File: src/rtl/rv32i_fetch_unit.sv
// RV32I instruction fetch stage.
// Owns the architectural PC, issues word fetches over a valid/ready request
// channel, captures the single-cycle response and holds the instruction for
// the decode/control block until the core acknowledges it.
//
// state | meaning
// ------+--------------------------------------------------------------
// IDLE  | just out of reset, no request yet
// REQ   | request valid at r_pc, waiting for imem_req_ready
// WAIT  | request accepted, waiting for imem_rsp_valid (timeout armed)
// HOLD  | instruction valid and stable, waiting for instr_ack
// FAULT | misaligned next PC or bus timeout; terminal until reset
module rv32i_fetch_unit #(
    parameter logic [31:0] RESET_VECTOR   = 32'h0000_0000,
    parameter int          TIMEOUT_CYCLES = 255
) (
    input  logic        clk,
    input  logic        nrst,
    output logic        imem_req_valid,
    input  logic        imem_req_ready,
    output logic [31:0] imem_req_addr,
    input  logic        imem_rsp_valid,
    input  logic [31:0] imem_rsp_data,
    output logic [31:0] pc_out,
    output logic [31:0] instr_out,
    output logic        instr_valid,
    input  logic        instr_ack,
    input  logic [31:0] pc_next_in,
    output logic        fetch_fault,
    output logic [1:0]  fault_cause,
    output logic [31:0] fault_pc,
    output logic [31:0] fetch_count
);

    localparam logic [2:0] S_IDLE  = 3'd0;
    localparam logic [2:0] S_REQ   = 3'd1;
    localparam logic [2:0] S_WAIT  = 3'd2;
    localparam logic [2:0] S_HOLD  = 3'd3;
    localparam logic [2:0] S_FAULT = 3'd4;

    localparam logic [1:0] CAUSE_NONE      = 2'b00;
    localparam logic [1:0] CAUSE_MISALIGN  = 2'b01;
    localparam logic [1:0] CAUSE_TIMEOUT   = 2'b10;

    // Counter value on the last WAIT cycle allowed before the timeout fault.
    localparam logic [15:0] TO_LAST = 16'(TIMEOUT_CYCLES - 1);

    logic [2:0]  r_state;
    logic [31:0] r_pc;
    logic [31:0] r_instr;
    logic [15:0] r_cnt;
    logic [31:0] r_fetch_count;
    logic [1:0]  r_fault_cause;
    logic [31:0] r_fault_pc;

    logic        w_ack_taken;
    logic        w_next_misaligned;
    logic        w_timeout;

    assign w_ack_taken       = (r_state == S_HOLD) && instr_ack;
    assign w_next_misaligned = (pc_next_in[1:0] != 2'b00);
    assign w_timeout         = (r_state == S_WAIT) && !imem_rsp_valid && (r_cnt == TO_LAST);

    // State sequencing, PC/instruction capture and timeout counting.
    always_ff @(posedge clk or negedge nrst) begin
        if (!nrst) begin
            r_state <= S_IDLE;
            r_pc    <= RESET_VECTOR;
            r_instr <= 32'h0;
            r_cnt   <= 16'h0;
        end else begin
            case (r_state)
                S_IDLE: begin
                    r_state <= S_REQ;
                end
                S_REQ: begin
                    if (imem_req_ready) begin
                        r_state <= S_WAIT;
                        r_cnt   <= 16'h0;
                    end
                end
                S_WAIT: begin
                    if (imem_rsp_valid) begin
                        r_instr <= imem_rsp_data;
                        r_state <= S_HOLD;
                    end else if (w_timeout) begin
                        r_state <= S_FAULT;
                    end else begin
                        r_cnt <= r_cnt + 16'h1;
                    end
                end
                S_HOLD: begin
                    if (instr_ack) begin
                        r_pc    <= pc_next_in;
                        r_state <= w_next_misaligned ? S_FAULT : S_REQ;
                    end
                end
                S_FAULT: begin
                    r_state <= S_FAULT;
                end
                default: begin
                    r_state <= S_FAULT;
                end
            endcase
        end
    end

    // Retired-instruction counter; wraps naturally at 2^32.
    always_ff @(posedge clk or negedge nrst) begin
        if (!nrst) begin
            r_fetch_count <= 32'h0;
        end else if (w_ack_taken) begin
            r_fetch_count <= r_fetch_count + 32'h1;
        end
    end

    // Fault record, written only on the transition into FAULT.
    always_ff @(posedge clk or negedge nrst) begin
        if (!nrst) begin
            r_fault_cause <= CAUSE_NONE;
            r_fault_pc    <= 32'h0;
        end else if (w_timeout) begin
            r_fault_cause <= CAUSE_TIMEOUT;
            r_fault_pc    <= r_pc;
        end else if (w_ack_taken && w_next_misaligned) begin
            r_fault_cause <= CAUSE_MISALIGN;
            r_fault_pc    <= pc_next_in;
        end
    end

    assign imem_req_valid = (r_state == S_REQ);
    assign imem_req_addr  = r_pc;
    assign pc_out         = r_pc;
    assign instr_out      = r_instr;
    assign instr_valid    = (r_state == S_HOLD);
    assign fetch_fault    = (r_state == S_FAULT);
    assign fault_cause    = r_fault_cause;
    assign fault_pc       = r_fault_pc;
    assign fetch_count    = r_fetch_count;

endmodule

File: config.mk
export PLATFORM = sky130hd
export DESIGN_NAME = rv32i_fetch_unit
export DESIGN_NICKNAME = d
export VERILOG_FILES = /design/src/rtl/rv32i_fetch_unit.sv
export SDC_FILE = /design/constraint.sdc
export NUM_CORES = 1
export LEC_CHECK = 0
export CAP_MARGIN = 20
export CORE_MARGIN = 2
export CORE_UTILIZATION = 40
export CTS_CLUSTER_DIAMETER = 120
export DETAILED_ROUTE_END_ITERATION = 6
export PLACE_DENSITY = 0.7
export REMOVE_ABC_BUFFERS = 1
export SLEW_MARGIN = 20
export SYNTH_ARGS = -nofsm -noshare
export SYNTH_HDL_FRONTEND = slang
export SYNTH_SLANG_ARGS = --single-unit
export TNS_END_PERCENT = 1
File: constraint.sdc
create_clock -name clk -period 2.9 [get_ports clk]
set_clock_uncertainty 0.1 [all_clocks]
set_input_delay 0.58 -clock clk [delete_from_list [all_inputs] [get_ports clk]]
set_output_delay 0.58 -clock clk [all_outputs]
set_load 0.01 [all_outputs]
==> results.sh, run 1 <==
export IMPL_setup_viol=0
export IMPL_cts_hold_fix_buffers=0
export IMPL_synth_main_ff_cell="dfrtp_1"
export IMPL_seq_area_frac_synth_pct=56.3
export IMPL_slowest_delay_ns=0.55
export IMPL_dieWidth_microns=133
export IMPL_synthSimpleGateAreaFrac_pct=19.2
export IMPL_grt_antenna_before_repair=0
export IMPL_syn_inst=599
export IMPL_synth_edf_count=0
export IMPL_cts_path_max_buffers=2
export IMPL_async_flop_share_pct=100
export IMPL_min_period_over_period_pct=89.6
export IMPL_postRouteAntennaNets=0
export IMPL_hold_path_class="input pin to async pin"
export IMPL_fin_area_sq_mm=0.00974
export IMPL_crit_fanout=15
export IMPL_firstDrtPassIters=4
export IMPL_cts_repair_resized=0
export IMPL_detailed_place_hpwl_microns=12700
export IMPL_syn_to_final_growth_pct=47.2
export IMPL_ys_types=45
export IMPL_h_tree_depth=4
export IMPL_fp_coreArea_sq_mm=0.0163
export IMPL_drt_iter0_markers=304
export IMPL_portBuffers=233
export IMPL_synth_top_family_by_area="simple AND/OR/NAND/NOR gates"
export IMPL_path_clk_slew_ns=0.06
export IMPL_clockRootBuffer="clkbuf_16"
export IMPL_crit_buf_inv=2
export IMPL_worstPathArrival_ns=1.92
export IMPL_yosysWarnings=0
export IMPL_cts_made_buffers=17
export IMPL_rows=47
export IMPL_synth_area_sq_mm=0.00662
export IMPL_hold_slack_ns=0.0243
export IMPL_vias_per_cell=5.19
export IMPL_ys_seq_elements=149
export IMPL_final_common_cell="clkdlybuf4s50_1"
export IMPL_drc=0
export IMPL_gp_congestion=0.824
export IMPL_fill_cells=1311
export IMPL_fmax_ghz=0.385
export IMPL_first_global_vias=5448
export IMPL_syn_area_per_cell_sq_um=11.0
export IMPL_cts_sinks=149
export IMPL_powerDensity_mw_per_mm2=941
export IMPL_cp_required_ns=2.22
export IMPL_cts_tree="yes"
export IMPL_avgRoutedWirePerCell_microns=16.9
export IMPL_ir_drop_v=0.000535
export IMPL_drv_slew=0
export IMPL_grt_overflow=0
export IMPL_cp_end_kind="output port"
export IMPL_critPathTopFamily="buffers and inverters"
export IMPL_wl_microns=17700
export IMPL_post_cts_buffers=0
export IMPL_max_cap_viol_count=0
export IMPL_synth_xor_area_share_pct=4.50
export IMPL_max_slew_margin_pct=64.6
export IMPL_dpl_cell_area_sq_mm=0.00910
export IMPL_nets=886
export IMPL_multi_input_area_sq_mm=0.00253
export IMPL_clk_latency_ns=0.42
export IMPL_rsz0062_at_grt="no"
export IMPL_synthMuxAreaShare_pct=5.78
export IMPL_post_route_min_period_ns=2.60
export IMPL_reg2reg_from="r_state[1]"
export IMPL_track_usage_pct=20.4
export IMPL_startpoint="r_state[1]"
export IMPL_design_die_area_sq_mm=0.0176
export IMPL_io_pins=234
export IMPL_leakagePower_nw=4.31
export IMPL_outcome="completed"
export IMPL_crit_slowest_cell="clkdlybuf4s50_1"
export IMPL_die_h_microns=133
export IMPL_ff_latch_area_sq_mm=0.00373
export IMPL_layout_drive_gt1_share_pct=12.1
export IMPL_synth_compound_area_share_pct=7.84
export IMPL_most_common_layout_cells="clkdlybuf4s50_1 (232), dfrtp_1 (149), nand2_1 (121), mux2_2 (34), a221o_1 (30)"
export IMPL_worst_setup_path_start_kind="flop"
export IMPL_antennaDiodeCount=0
export IMPL_critical_path_class="flop to output port"
export IMPL_max_slew_worst_pin_slew_ns=0.531
export IMPL_crit_chain="nor3b_1 > buf_4 > clkdlybuf4s50_1"
export IMPL_via_count=5429
export IMPL_synthAdderAreaFrac_pct=0.567
export IMPL_finalHoldViolCount=0
export IMPL_grt_first_pass_wirelength_microns=28400
export IMPL_grt_max_degree=56
export IMPL_start_util_pct=40.5
[path summary, 6_finish.rpt]
check	endpoint	cells after the start	slack (ns)
min	fetch_count[21]	1	0.02
min reg2reg	fetch_count[31]	1	0.37
max	imem_req_valid	3	0.30
max reg2reg	r_cnt[12]	4	0.47
min in group clk	fetch_count[31]	1	0.37
max in group asynchronous	instr_out[17]	2	1.92
[metrics by stage]
stage / setup TNS, ns / power, W / cells / worst slack (ns) / utilization [%]
after global placement: 0 / 0.00680 / 1015 / 0.113 / 55.7
after detailed placement: 0 / 0.00686 / 1015 / 0.0781 / 55.7
after CTS: 0 / 0.00926 / 1047 / 0.263 / 59.6
final: 0 / 0.00917 / 1047 / 0.301 / 59.6
after global routing: 0 / 0.00963 / 1047 / 0.192 / 59.6
after floorplan: -78.55 / 0.00449 / 538 / -1.51 / -
[per-layer routing]
layer,vias to the layer above,track usage [%],routed length (microns)
met5,-,0,0
met4,0,7.05,241
met3,23,5.44,1340
met2,250,32.8,8190
met1,2644,26.7,7890
li1,2512,-,-
[Yosys cell counts (4+ instances only)]
| library cell | instances | share of area (%) |
|---|---|---|
| nor4_1 | 5 | 0.47 |
| clkbuf_1 | 21 | 1.2 |
| and3_1 | 23 | 2.2 |
| nand3_1 | 14 | 1.1 |
| buf_4 | 33 | 3.7 |
| and2_1 | 19 | 1.8 |
| mux2_2 | 34 | 5.8 |
| buf_1 | 4 | 0.23 |
| xor2_1 | 7 | 0.93 |
| a21oi_1 | 8 | 0.60 |
| o31ai_1 | 5 | 0.57 |
| o21ai_0 | 10 | 0.76 |
| and4_1 | 5 | 0.66 |
| xnor2_1 | 27 | 3.6 |
| nor2_1 | 14 | 0.79 |
| a221o_1 | 30 | 4.5 |
| nand2_1 | 121 | 6.9 |
| or3_1 | 6 | 0.57 |
| inv_1 | 5 | 0.28 |
| o211ai_1 | 7 | 0.79 |
| nand4_1 | 19 | 1.8 |
| dfrtp_1 | 149 | 56 |
[logic make-up after synthesis]
kind of cell	after synthesis
and+or+nand+nor	248
DFF	149
buffers and inverters	66
AOI/OAI and AO/OA	65
xor gates and xnor gates	34
muxes	34
adders and majority gates	3
[report_power, final]
| group | leakage (nW) | total [W] | switching (W) | internal [W] |
|---|---|---|---|---|
| combinational | 2.07 | 0.00344 | 0.00131 | 0.00212 |
| sequential | 1.93 | 0.00338 | 0.000605 | 0.00278 |
| clock | 0.308 | 0.00235 | 0.000881 | 0.00147 |
| total | 4.31 | 0.00917 | 0.00280 | 0.00637 |
[layout make-up]
| cell class | instances | area share, % |
|---|---|---|
| timing repair buffer | 257 | 26.2 |
| inverter | 5 | 0.193 |
| clock buffer | 18 | 4.51 |
| clock inverter | 14 | 2.05 |
| tap | 220 | 2.83 |
| sequential | 149 | 38.3 |
| multi-input combinational | 384 | 26.0 |
[state kept, by name, indices dropped and copies added (netlist names)]
| name | cells |
|---|---|
| imem_req_addr | 32 |
| r_state | 3 |
| fault_pc | 32 |
| instr_out | 32 |
| fetch_count | 32 |
| fault_cause | 2 |
| r_cnt | 16 |
No activity file was read; power rests on OpenSTA's default activity.
==> run 2: changes to the inputs <==
--- a/config.mk
+++ b/config.mk
@@ -9,7 +9,9 @@
 export CORE_MARGIN = 2
 export CORE_UTILIZATION = 40
 export CTS_CLUSTER_DIAMETER = 120
+export CTS_CLUSTER_SIZE = 25
 export DETAILED_ROUTE_END_ITERATION = 6
+export GPL_TIMING_DRIVEN = 0
 export PLACE_DENSITY = 0.7
 export REMOVE_ABC_BUFFERS = 1
 export SLEW_MARGIN = 20
==> run 2 against run 1 <==
Worst setup slack worse by 0.052 ns; register-to-register slack worse by 0.12 ns; count of clock-buffer cells in the layout shrank 1; routed wire length grew 4.3%; the flow now finishes with violations (hold timing); via count rose by 1.0%; cell area fell by 0.31%; cell count shrank 1.1%; critical endpoint unchanged; largest power group unchanged.
==> results.sh, run 2 (same netlist as run 1, synthesis figures left out) <==
export IMPL_outcome="finished, violations left"
export IMPL_violations="hold timing"
export IMPL_drc=0
export IMPL_post_route_min_period_ns=2.65
export IMPL_nets=875
export IMPL_cp_end_kind="output port"
export IMPL_power_switching_w=0.00283
export IMPL_die_h_microns=133
export IMPL_cts_made_buffers=17
export IMPL_cts_sinks=149
export IMPL_powerDensity_mw_per_mm2=925
export IMPL_worstRegToRegCells=4
export IMPL_antennaDiodeCount=0
export IMPL_firstDrtPassIters=5
export IMPL_finalHoldViolCount=12
export IMPL_critical_path_class="flop to output port"
export IMPL_track_usage_pct=21.6
export IMPL_drv_slew=0
export IMPL_grt_overflow=0
export IMPL_crit_slowest_cell="clkdlybuf4s50_1"
export IMPL_syn_to_final_growth_pct=46.7
export IMPL_grt_first_pass_wirelength_microns=30400
export IMPL_fin_area_sq_mm=0.00971
export IMPL_gp_congestion=0.798
export IMPL_grt_antenna_before_repair=0
export IMPL_wl_microns=18400
export IMPL_first_global_vias=5856
export IMPL_leakagePower_nw=4.24
export IMPL_setup_viol=0
export IMPL_fmax_ghz=0.377
export IMPL_crit_chain="nor3b_2 > clkdlybuf4s50_1"
export IMPL_layout_setup_ws_ns=0.250
export IMPL_layout_drive_gt1_share_pct=11.7
export IMPL_fill_cells=1341
export IMPL_design_die_area_sq_mm=0.0176
export IMPL_via_count=5486
export IMPL_crit_fanout=14
export IMPL_grt_max_degree=88
export IMPL_fp_coreArea_sq_mm=0.0163
export IMPL_avgRoutedWirePerCell_microns=17.8
export IMPL_min_period_over_period_pct=91.4
export IMPL_path_depth=2
export IMPL_ir_drop_v=0.000631
export IMPL_worstPathArrival_ns=1.97
export IMPL_pwr_share_seq_pct=37.8
export IMPL_most_common_layout_cells="clkdlybuf4s50_1 (232), dfrtp_1 (148), nand2_1 (121), mux2_2 (34), a221o_1 (30)"
export IMPL_rows=47
export IMPL_path_clk_slew_ns=0.06
export IMPL_hold_slack_ns=-0.0235
export IMPL_worst_setup_path_start_kind="flop"
export IMPL_crit_buf_inv=1
export IMPL_cts_tree="yes"
export IMPL_slowest_delay_ns=0.62
export IMPL_detailed_place_hpwl_microns=12800
export IMPL_switching_share_pct=31.5
export IMPL_dieWidth_microns=133
export IMPL_max_slew_worst_pin_slew_ns=0.891
export IMPL_hold_path_class="input pin to async pin"
export IMPL_clkPwrFrac_pct=24.1
export IMPL_vias_per_cell=5.30
export IMPL_clk_latency_ns=0.42
export IMPL_combPwrFrac_pct=38.0
export IMPL_io_pins=234
export IMPL_portBuffers=233
export IMPL_internal_power_w=0.00616
export IMPL_rsz0062_at_grt="no"
export IMPL_dpl_cell_area_sq_mm=0.00908
export IMPL_clockRootBuffer="clkbuf_16"
export IMPL_postRouteAntennaNets=0
export IMPL_critPathTopFamily="buffers and inverters"
export IMPL_drt_iter0_markers=288
export IMPL_dpl_worst_slack_ns=-0.781
export IMPL_final_common_cell="clkdlybuf4s50_1"
export IMPL_cts_path_max_buffers=2
export IMPL_max_slew_margin_pct=40.4
export IMPL_cp_required_ns=2.22
export IMPL_max_cap_viol_count=0
export IMPL_start_util_pct=40.5
export IMPL_setup_tns_ns=0
export IMPL_h_tree_depth=4
[run 2: cell count changes in the layout (fill, tap and decap cells not counted), sizes merged]
cell,before,now
buf,25,14
clkinv,6,7
bufinv,4,2
clkbuf,18,17
clkinvlp,2,3
[run 2: final timing paths]
path                       slack [ns]            start               to
min in group clk                 0.38  fetch_count[31]  fetch_count[31]
max reg2reg                      0.35       r_state[1]      fault_pc[0]
max in group asynchronous        1.91             nrst      fault_pc[6]
max                              0.25       r_state[2]   imem_req_valid
min                             -0.02             nrst  fetch_count[30]
min reg2reg                      0.38  fetch_count[31]  fetch_count[31]
[run 2: timing repair]
item,CTS,global route
pin swaps,1,2
hold buffers,0,0
setup buffers,0,3
setup endpoints to repair,20,24
resized for setup,4,1
[run 2: layout make-up]
cell class / instances / area [sq um] / area share, %
Clock buffer: 17 / 425 / 4.38
Clock inverter: 14 / 154 / 1.58
Inverter: 5 / 18.8 / 0.193
Multi-Input combinational cell: 384 / 2570 / 26.5
Sequential cell: 149 / 3730 / 38.4
Tap cell: 220 / 275 / 2.83
Timing Repair Buffer: 246 / 2540 / 26.1
[run 2: per-stage QoR]
step | power, W | utilization (%) | cells
after floorplan | 0.00449 | - | 538
after global placement | 0.00672 | 54.2 | 991
after detailed placement | 0.00684 | 55.6 | 1001
after CTS | 0.00908 | 59.2 | 1032
after global routing | 0.00947 | 59.4 | 1035
final | 0.00899 | 59.4 | 1035
[run 2: worst reg2reg max path, cell delays in order, from the launching register on]
cell and delay (ns):
dfrtp_1 0.62, or4b_4 0.58, nor2_4 0.38, and2_4 0.39, mux2_2 0.37
[run 2: power by group through the flow]
stage	clock (W)	sequential (W)	combinational (W)
final	0.00217	0.00340	0.00342
after global routing	0.00232	0.00351	0.00364
after CTS	0.00222	0.00340	0.00346
after detailed placement	0	0.00340	0.00344
after global placement	0	0.00336	0.00336
after floorplan	0	0.00373	0.000764
[run 2: per-layer routing]
layer	GRT usage (%)	share of wire (%)	vias up
li1	-	-	2493
met1	27.4	43	2723
met2	34.8	47	250
met3	6.70	8.2	20
met4	8.24	2.0	0
met5	0	0	-
==> RTL change 1, RTL diff (settings of run 2) <==
Make the reset (`nrst`) synchronous in 3 clocked blocks.
--- a/src/rtl/rv32i_fetch_unit.sv
+++ b/src/rtl/rv32i_fetch_unit.sv
@@ -64,3 +64,3 @@
     // State sequencing, PC/instruction capture and timeout counting.
-    always_ff @(posedge clk or negedge nrst) begin
+    always_ff @(posedge clk) begin
         if (!nrst) begin
@@ -108,3 +108,3 @@
     // Retired-instruction counter; wraps naturally at 2^32.
-    always_ff @(posedge clk or negedge nrst) begin
+    always_ff @(posedge clk) begin
         if (!nrst) begin
@@ -117,3 +117,3 @@
     // Fault record, written only on the transition into FAULT.
-    always_ff @(posedge clk or negedge nrst) begin
+    always_ff @(posedge clk) begin
         if (!nrst) begin
Formal check against the unedited RTL: differs if nrst is asserted again (counterexample within 4 cycles, from zero or initial values and one cycle with nrst low); with nrst held inactive, the same outputs for 4 cycles.
==> RTL change 1 against run 2 <==
  * Area after synthesis increased by 1.4%
  * Critical path depth rose by 3
  * Synthesized cell count increased by 37%
  * Cell area shrank 0.14%
  * Worst setup slack lost 0.052 ns
  * Routed wire length is 6.2% higher
  * Count of clock-buffer cells in the layout rose by 3
  * Hold slack improved by 0.37 ns
  * Sequential cell count did not move
  * Highest routed layer unchanged
Power is not compared: it rests on default switching activity, and its combinational part moved more than twofold at a synthesized area within 25%.
==> RTL change 1: results (changes against run 2) <==
{| class="wikitable"
! Metric !! Value
|-
| Run status || finished, final reports clean
|-
| Pin count of the biggest net entering global routing || 68 (-23%)
|-
| Signal buf overhead || 26.4% (+0.23 points)
|-
| Maximum cell stage delay along the critical path || 0.76 ns (+0.14 ns)
|-
| Top fanout value on the critical path || 23 (+9)
|-
| Number of design-rule violations left by the first detailed-router iteration || 346 (+20%)
|-
| Sequential fraction of the synthesis area || 44.5% (-12 points)
|-
| Utilization after layout || 58.9% (-0.51 points)
|-
| Average instance area after synthesis || 8.18 µm² (-26%)
|-
| Cell types occupying the most area after synthesis || dfxtp_1, nand2_1, a21oi_1
|-
| Setup WS pre-CTS || -0.259 ns (+0.522 ns)
|-
| Count of vias placed by the detailed router || 6531 (+19%)
|-
| Cts repair resizes || 0 (-4)
|-
| Proportion of synthesized flip-flops having asynchronous set or reset || 0% (-100 points)
|-
| Repair and plain buffers || 243 (-1.2%)
|-
| Fraction of final layout cells sized beyond drive strength 1 || 5.51% (-6.2 points)
|-
| Register fraction of the total cell area || 30.8% (-7.6 points)
|-
| Slew at the pin with the worst max-slew slack || 0.967 ns (+0.0754 ns)
|-
| Number of fill cells in the layout || 1498 (+12%)
|-
| Fraction of area in multi-input gates || 33.2% (+6.8 points)
|-
| Total routing usage reported by global routing || 21.8% (+0.23 points)
|-
| Multi-input gates || 563 (+47%)
|-
| Final GP Congestion || 0.822 (+3.0%)
|-
| Instance count after placement with tap cells included || 1188 (+19%)
|-
| Final-stage net count || 1059 (+21%)
|-
| Clk_buf instances || 20 (+3)
|-
| Dominant synthesized flop cell || dfxtp_1
|-
| Vias per std cell || 5.36 (+1.1%)
|-
| Top Family by Delay on Critical Path || simple AND/OR/NAND/NOR gates
|-
| Sum of routed wire length over all layers || 19600 µm (+6.2%)
|-
| Placed cell areas || 0.00909 mm² (about the same)
|-
| Worst hold-check path type || reg -> reg
|-
| Clk tree area frac || 6.26% (+0.29 points)
|-
| Logic inverters || 13 (+8)
|-
| Detailed placement HPWL || 13000 µm (+1.3%)
|}
==> RTL change 1: power by group <==
part	switching, mW	internal (mW)	total (mW)
clock network	0.870	1.40	2.27
registers	0.0303	2.08	2.11
logic	0.164	0.196	0.359
total	1.06	3.67	4.74
==> RTL change 1: per-stage QoR <==
stage	power [mW]	setup TNS, ns
final	4.74	0
after global routing	4.90	0
after CTS	4.79	0
after detailed placement	2.51	-1.29
after global placement	2.49	-458.20
after floorplan	2.26	-14.84
==> RTL change 1: worst paths after layout <==
check	start	end	slack [ns]	cells after the start
worst min-delay path	instr_out[17]$_SDFFE_PN0P_	instr_out[17]$_SDFFE_PN0P_	0.35	2
worst max register to register	r_state[0]$_SDFFE_PN0P_	fetch_count[31]$_SDFFE_PN0N_	0.21	4
worst max-delay path	instr_ack	fetch_count[31]$_SDFFE_PN0N_	0.20	5
worst min register to register	instr_out[17]$_SDFFE_PN0P_	instr_out[17]$_SDFFE_PN0P_	0.35	2
==> RTL change 1: cells by family (layout without fill, tap and decap cells) <==
| logic type | count (synthesis) | count (layout) | synth area share, % |
|---|---|---|---|
| AND/OR/NAND/NOR | 294 | 294 | 21.7 |
| AO/OA/AOI/OAI | 246 | 246 | 22.5 |
| flip-flops | 149 | 149 | 44.5 |
| buffers and inverters | 108 | 287 | 7.96 |
| XOR/XNOR | 11 | 11 | 1.44 |
| multiplexers | 9 | 9 | 1.34 |
| adder cells (fa/ha/maj) | 3 | 3 | 0.559 |
==> RTL change 1: routing by layer <==
layer	global-route usage (%)	vias up	wire length, µm
met4	7.86	0	383
met2	35.1	204	8990
met3	6.20	30	1410
met1	28.0	3064	8780
li1	-	3233	-
met5	0	-	0
==> RTL change 1: worst min-delay path, cell delays in order (launching register included) <==
cell	delay [ns]
dfxtp_1	0.31
nand2_1	0.05
a21oi_1	0.05
==> RTL change 2, RTL diff (flow settings as in run 2) <==
Without the edit above. Set the parameter `TIMEOUT_CYCLES` to 128 (it was 255).
--- a/src/rtl/rv32i_fetch_unit.sv
+++ b/src/rtl/rv32i_fetch_unit.sv
@@ -14,3 +14,3 @@
     parameter logic [31:0] RESET_VECTOR   = 32'h0000_0000,
-    parameter int          TIMEOUT_CYCLES = 255
+    parameter int          TIMEOUT_CYCLES = 128
 ) (
Function: no difference found for any inputs over 4 cycles, from zero or initial values and one cycle with nrst low; that may be too few to reach the edited logic, so the function may still have changed.
==> RTL change 2 against run 2 <==
  * Critical path depth up 3
  * Sequential share of layout area is 0.30 points higher
  * Clock power increased by 3%
  * Count of clock-buffer cells in the layout is 2 higher
  * Cell area down 0.80%
  * Global-route usage fell by 1.5 points
  * Area after synthesis fell by 0.55%
  * Routed wire length shrank 6.5%
  * Power shrank 2.9%
  * Sequential cell count did not move
  * Worst setup slack worse by 0.00088 ns
  * Utilization up 0.81 points
  * Largest cell class unchanged
  * Highest routed layer unchanged
==> RTL change 2: results (changes against run 2) <==
{| class="wikitable"
! Metric !! Value
|-
| Vias per std cell || 5.13 (-3.1%)
|-
| Number of fill cells in the layout || 1297 (-3.3%)
|-
| Most instantiated cells after synthesis || dfrtp_1, nand2_1, and2_1
|-
| Maximum cell stage delay along the critical path || 0.60 ns (-0.02 ns)
|-
| Number of buffers inserted to repair setup after CTS || 1 (+1)
|-
| Met3 wire len || 1310 µm (-13%)
|-
| Setup WS pre-CTS || -0.701 ns (+0.0797 ns)
|-
| Cell types occupying the most area after synthesis || dfrtp_1, nand2_1, mux2_2
|-
| Worst slew margin relative to its limit || 48.2% (+7.8 points)
|-
| Top fanout value on the critical path || 31 (+17)
|-
| Cts repair resizes || 0 (-4)
|-
| Sequential fraction of the synthesis area || 56.6% (+0.31 points)
|-
| Met2 demand-to-capacity share in global routing || 32.8% (-2.0 points)
|-
| Sum of routed wire length over all layers || 17200 µm (-6.5%)
|-
| Total routing usage reported by global routing || 20.1% (-1.5 points)
|-
| Proportion of synthesized area in mux cells || 6.42% (+0.64 points)
|-
| Final-stage net count || 866 (-1.0%)
|-
| Total leakage power || 4.21 nW (-0.75%)
|-
| Top Family by Delay on Critical Path || simple AND/OR/NAND/NOR gates
|-
| Part of the total power dissipated in the clock network || 25.7% (+1.6 points)
|-
| Worst-case reg-to-reg path depth || 5 (+1)
|-
| Fraction of final layout cells sized beyond drive strength 1 || 10.8% (-0.89 points)
|-
| Global-route wire length before repair || 28200 µm (-7.1%)
|-
| Synth Area in Compound Gates || 6.94% (-0.91 points)
|-
| Pin count of the biggest net entering global routing || 78 (-11%)
|-
| Slowest cell on crit path || or4_1
|-
| Summed area of non-filler cells in the final layout || 0.00964 mm² (-0.80%)
|-
| Minimum setup slack among reg-to-reg paths || 0.25 ns (-0.10 ns)
|-
| GR met3 Demand/Resource || 6.34% (-0.36 points)
|-
| Run status || finished, final reports clean
|-
| Fraction of synthesized cell area in xor and xnor cells || 4.39% (-0.11 points)
|-
| Final GP Congestion || 0.806 (+1.0%)
|-
| Met1 routing resource usage after global routing || 24.8% (-2.6 points)
|-
| Flop+latch power || 3.32 mW (-2%)
|-
| Detailed placement HPWL || 12000 µm (-6.9%)
|-
| Met2 WL post-DR || 8450 µm (-1.5%)
|-
| Post-layout minimum cycle time || 2.65 ns (+0.000884 ns)
|}
==> RTL change 2: cell types whose count changed after synthesis, moves of 3 or more <==
cell and delta:
mux2i_1 +4, o211ai_1 -3, nand3_1 +5, and2_1 +16
and3_1 -16, inv_1 -3, or3_1 -3, or4_1 +3
clkbuf_1 -3, buf_2 +3
==> RTL change 2: through the flow <==
| stage | instances | total power, mW |
|---|---|---|
| 2_1_floorplan | 534 | 4.37 |
| 3_3_place_gp | 983 | 6.42 |
| 3_5_place_dp | 991 | 6.52 |
| 4_1_cts | 1024 | 8.82 |
| 5_1_grt | 1024 | 9.17 |
| 6_report | 1024 | 8.72 |
==> RTL change 2: layout make-up <==
| type | instances | area share [%] |
|---|---|---|
| Sequential cell | 149 | 38.7 |
| Tap cell | 216 | 2.80 |
| Multi-Input combinational cell | 383 | 26.2 |
| Timing Repair Buffer | 242 | 25.9 |
| Inverter | 2 | 0.0779 |
| Clock inverter | 13 | 1.61 |
| Clock buffer | 19 | 4.70 |
